File: src/rtl/upm_select_scan_ctrl.sv
// Walks the one-hot decoder address across enabled monitor targets in ascending order:
// settle, request a measurement, wait for done or timeout, then move on to the next target.
module upm_select_scan_ctrl #(
    parameter int WIDTH   = 4,
    parameter int DWELL_W = 8,
    parameter int TO_W    = 10
) (
    input  logic                  clk,
    input  logic                  rst_n,
    input  logic                  start,
    input  logic                  stop,
    input  logic                  continuous,
    input  logic [2**WIDTH-1:0]   enable_mask,
    input  logic [DWELL_W-1:0]    dwell_cycles,
    input  logic                  sample_done,
    output logic [WIDTH-1:0]      address,
    output logic                  meas_req,
    output logic                  busy,
    output logic                  scan_done,
    output logic                  timeout_err
);

    // state   | meaning
    // IDLE    | address 0, waiting for start
    // SEARCH  | one cycle: pick next enabled target above cur
    // SETTLE  | address held, dwell countdown
    // MEASURE | meas_req high, waiting for sample_done or timeout
    // DONE    | scan_done pulse, wrap or return to IDLE
    typedef enum logic [2:0] {
        S_IDLE, S_SEARCH, S_SETTLE, S_MEASURE, S_DONE
    } state_t;

    localparam int NT = 2**WIDTH;
    // Down-counter loaded so MEASURE lasts 2**TO_W-1 cycles before expiring.
    localparam logic [TO_W-1:0] TO_LOAD = TO_W'(2**TO_W - 2);

    state_t              state_q;
    logic [NT-1:0]       mask_q;
    logic [DWELL_W-1:0]  dwell_q;
    logic                cont_q;
    logic [WIDTH-1:0]    cur_q;
    logic [DWELL_W-1:0]  cnt_q;
    logic [TO_W-1:0]     to_cnt_q;
    logic [WIDTH-1:0]    address_q;
    logic                meas_req_q;
    logic                busy_q;
    logic                scan_done_q;
    logic                timeout_err_q;

    logic                found_d;
    logic [WIDTH-1:0]    nxt_d;

    always_comb begin
        found_d = 1'b0;
        nxt_d   = '0;
        for (int i = NT - 1; i >= 1; i--) begin
            if (mask_q[i] && (i > int'(cur_q))) begin
                found_d = 1'b1;
                nxt_d   = WIDTH'(i);
            end
        end
    end

    always_ff @(posedge clk or negedge rst_n) begin
        if (!rst_n) begin
            state_q       <= S_IDLE;
            mask_q        <= '0;
            dwell_q       <= '0;
            cont_q        <= 1'b0;
            cur_q         <= '0;
            cnt_q         <= '0;
            to_cnt_q      <= '0;
            address_q     <= '0;
            meas_req_q    <= 1'b0;
            busy_q        <= 1'b0;
            scan_done_q   <= 1'b0;
            timeout_err_q <= 1'b0;
        end else begin
            scan_done_q <= 1'b0;
            if (stop) begin
                state_q    <= S_IDLE;
                address_q  <= '0;
                meas_req_q <= 1'b0;
                busy_q     <= 1'b0;
            end else begin
                case (state_q)
                    S_IDLE: begin
                        if (start) begin
                            mask_q        <= {enable_mask[NT-1:1], 1'b0};
                            dwell_q       <= dwell_cycles;
                            cont_q        <= continuous;
                            timeout_err_q <= 1'b0;
                            cur_q         <= '0;
                            busy_q        <= 1'b1;
                            state_q       <= S_SEARCH;
                        end
                    end
                    S_SEARCH: begin
                        if (found_d) begin
                            address_q <= nxt_d;
                            cur_q     <= nxt_d;
                            cnt_q     <= dwell_q;
                            state_q   <= S_SETTLE;
                        end else begin
                            scan_done_q <= 1'b1;
                            state_q     <= S_DONE;
                        end
                    end
                    S_SETTLE: begin
                        if (cnt_q == '0) begin
                            meas_req_q <= 1'b1;
                            to_cnt_q   <= TO_LOAD;
                            state_q    <= S_MEASURE;
                        end else begin
                            cnt_q <= cnt_q - 1'b1;
                        end
                    end
                    S_MEASURE: begin
                        // sample_done takes priority over a coincident expiry
                        if (sample_done) begin
                            meas_req_q <= 1'b0;
                            state_q    <= S_SEARCH;
                        end else if (to_cnt_q == '0) begin
                            timeout_err_q <= 1'b1;
                            meas_req_q    <= 1'b0;
                            state_q       <= S_SEARCH;
                        end else begin
                            to_cnt_q <= to_cnt_q - 1'b1;
                        end
                    end
                    S_DONE: begin
                        if (cont_q && (mask_q != '0)) begin
                            cur_q   <= '0;
                            state_q <= S_SEARCH;
                        end else begin
                            address_q <= '0;
                            busy_q    <= 1'b0;
                            state_q   <= S_IDLE;
                        end
                    end
                    default: state_q <= S_IDLE;
                endcase
            end
        end
    end

    assign address     = address_q;
    assign meas_req    = meas_req_q;
    assign busy        = busy_q;
    assign scan_done   = scan_done_q;
    assign timeout_err = timeout_err_q;

endmodule

File: config.mk
export PLATFORM = sky130hd
export DESIGN_NAME = upm_select_scan_ctrl
export DESIGN_NICKNAME = d
export VERILOG_FILES = /design/src/rtl/upm_select_scan_ctrl.sv
export SDC_FILE = /design/constraint.sdc
export NUM_CORES = 1
export LEC_CHECK = 0
export CAP_MARGIN = 20
export CORE_ASPECT_RATIO = 1.25
export CORE_MARGIN = 3
export CORE_UTILIZATION = 55
export DETAILED_ROUTE_END_ITERATION = 7
export GPL_ROUTABILITY_DRIVEN = 0
export PLACE_DENSITY = 0.79
export SLEW_MARGIN = 20
export SYNTH_ARGS = -nofsm -noshare
export SYNTH_HDL_FRONTEND = slang
export SYNTH_SLANG_ARGS = --single-unit
File: constraint.sdc
create_clock -name clk -period 2.5 [get_ports clk]
set_clock_uncertainty 0.1 [all_clocks]
set_input_delay 0.375 -clock clk [delete_from_list [all_inputs] [get_ports clk]]
set_output_delay 0.375 -clock clk [all_outputs]
set_load 0.05 [all_outputs]
==> flow_summary.toml <==
[timing]
slew_viol_final = 0
slew_headroom = 0.599
tightest_slew_ns = 0.601
fin_tns_setup_ns = 0
post-route-period-util = 0.950
finalHoldViolCount = 0
finalCriticalPeriod_ns = 2.37
finalSetupViolCount = 0
rsz0062_at_grt = "false"
clock.fmax_ghz = 0.421

[synth]
syn_nets = 366
ys_seq_area_frac = 0.437
postSynthAreaPerCell_um2 = 9.81
synth_seq_cells = 57
ys.flop_type = "dfrtp_1"
yosys_warnings = 0
syn_inst = 333
synth_edf_count = 0
async_flop_share = 1.00
synth_cell_types = 64
synth_area_um2 = 3270

[critical_path]
r2r_cells = 9
timing.rr.start = "to_cnt_q[0]"
crit_fanout = 4
crit_required_ns = 2.62
cp-end-kind = "flip-flop"
critPathLaunch = "to_cnt_q[0]"
cp-start-kind = "flip-flop"
crit_type = "flip-flop to flip-flop"
cp.arrival_ns = 2.50
regToRegSetupSlack_ns = 0.13
critPathCapture = "meas_req"
reg2reg_to = "meas_req"

[drt]
drtIter0Drc = 130
drc_errors = 0
drt_wl_total_um = 7090
drt-vias-per-instance = 6.17
vias = 2803
first_pass_iters = 4
ant_nets = 0
wl_per_cell_um = 15.6

[global_route]
grt_overflow = 0
grt_pass1_vias = 2652
grt_max_degree = 33
antenna_found_initial = 0
grt_use_total = 0.225
grt_pass1_wl_um = 12100

[clock_tree]
cts_max_path_buffers = 2
numCtsBuffers = 9
cts_tree = "done"
clock_sinks = 57
clk_pin_slew_ns = 0.06
clockRootBuffer = "clkbuf_8"
insertion_delay_ns = 0.34
h-tree-depth = 3

[floorplanning]
boundaryPins = 38
dieWidth_um = 74.9
core_um2 = 5590
start_util = 0.584
num_rows = 30
dieArea_um2 = 6910
die_h_um = 92.2

[cells_and_area]
drive_above_1_share = 0.185
nFillCells = 425
syn2layout_area_growth_pct = 22.7
antennaDiodeCount = 0
final_cell_area_um2 = 4010
final_util = 0.717
instances_no_fill = 454
fin_nets = 418

[placement]
dpl_cell_area_um2 = 3800
hpwl_um = 5250
port_buffers = 36
dp.cells = 436

[min_path]
hold_path.class = "flip-flop to flip-flop"

[outcome]
outcome = "finished, final reports clean"

[power_and_ir_drop]
ir_drop_v = 0.000624
p_leak_nw = 1.71
p_per_area_nw_per_um2 = 927
finalPower_mw = 3.71

[job]
maxCapViolCount = 0
metal layers:
layer  wire, um  track usage  vias up
met5          0            0        -
met4        176       0.0831        0
met3        284       0.0625       12
met2       3410        0.342       73
met1       3220        0.302     1367
li1           -            -     1351
what timing repair did:
item,in CTS,in global routing
endpoints found under the setup margin,0,15
endpoints found under the hold margin,25,0
setup buffers,0,1
hold buffers,1,0
gates resized for setup,0,4
sequential cells by signal, indices dropped and copies added, names as in the netlist, 3 cells and up:
name and flops:
mask_q 15, cur_q 4, to_cnt_q 10, address 4
dwell_q 8, state_q 3, cnt_q 8
worst max-delay path, stage by stage (launching register included):
cell and delay [ns]:
dfrtp_1 0.40, inv_1 0.10, ha_2 0.20, or3b_4 0.40
o41ai_4 0.37, buf_4 0.18, or3_1 0.15, nand3b_1 0.09
a32oi_1 0.20, nor2_1 0.07
report_power, final:
group | internal, mW | switching, mW
combinational | 0.681 | 0.694
sequential | 1.21 | 0.374
clock | 0.409 | 0.351
total | 2.30 | 1.42
cell usage after synthesis, drive strengths merged, types with 3 or more instances:
cell,instances,share of area
and3,3,0.0057
ha,3,0.011
o21ai,15,0.023
inv,17,0.020
o22ai,6,0.011
o21bai,3,0.0069
or3,3,0.0057
nand2b,6,0.011
nor2,33,0.040
buf,7,0.010
nor3b,5,0.011
nor3,8,0.012
nand3b,4,0.0092
o2bb2ai,5,0.013
xor2,4,0.011
a31oi,4,0.0077
nor4,10,0.026
nand2,23,0.026
o31ai,3,0.0069
o32a,4,0.012
clkbuf,8,0.0092
mux2,24,0.083
a21oi,18,0.030
or4,4,0.0092
dfrtp,57,0.44
nand4b,3,0.0080
nor2b,4,0.0077
nand3,9,0.015
o41ai,4,0.016
o22a,3,0.0080
layout by cell type (no fill, tap or decap), types with 5 or more instances in the layout:
cell / Yosys / routed
nand2_1: 23 / 23
nor2_1: 32 / 32
dfrtp_1: 57 / 57
o22ai_1: 6 / 6
clkdlybuf4s50_1: 0 / 35
buf_4: 0 / 17
nor4_1: 8 / 8
o21ai_0: 15 / 15
mux2_2: 24 / 24
o2bb2ai_1: 5 / 5
nor3b_1: 5 / 5
nor3_1: 8 / 7
nand3_1: 8 / 8
a21oi_1: 16 / 16
nand2b_1: 6 / 6
clkbuf_8: 0 / 11
inv_1: 17 / 17
layout make-up:
type                    count  area (um^2)  area share
flip-flops and latches     57         1430       0.356
clock buffers              13          159      0.0396
repair buffers             56          533       0.133
clock inverters             3         15.0     0.00375
inverters                  17         63.8      0.0159
well taps                  64         80.1      0.0200
multi-input cells         244         1730       0.432
metrics by stage:
stage	setup slack [ns]	hold slack (ns)
2_1_floorplan	0.231	-0.0206
3_3_place_gp	0.157	0.313
3_5_place_dp	0.125	0.317
4_1_cts	0.115	0.415
5_1_grt	0.0159	0.424
6_report	0.126	0.412
kinds of logic (layout without fill, tap and decap cells):
| logic type | count (synthesis) | after routing | share of synthesized area |
|---|---|---|---|
| AO/OA/AOI/OAI | 87 | 87 | 0.200 |
| XOR/XNOR | 4 | 4 | 0.0107 |
| adder cells (fa/ha/maj) | 3 | 3 | 0.0115 |
| buffers and inverters | 32 | 89 | 0.0391 |
| flip-flops | 57 | 57 | 0.437 |
| multiplexers | 26 | 26 | 0.0889 |
| AND/OR/NAND/NOR | 124 | 124 | 0.214 |
worst min path at each step:
stage	slack, ns	cells past startpoint	startpoint	to
after global placement	0.31	1	rst_n	address[1]
final	0.41	1	dwell_q[5]	dwell_q[5]
after detailed placement	0.32	1	rst_n	address[1]
after global routing	0.42	1	dwell_q[3]	dwell_q[3]
after CTS	0.42	1	dwell_q[3]	dwell_q[3]
after floorplan	-0.02	0	rst_n	address[0]
Power figures use the tool's default switching activity.
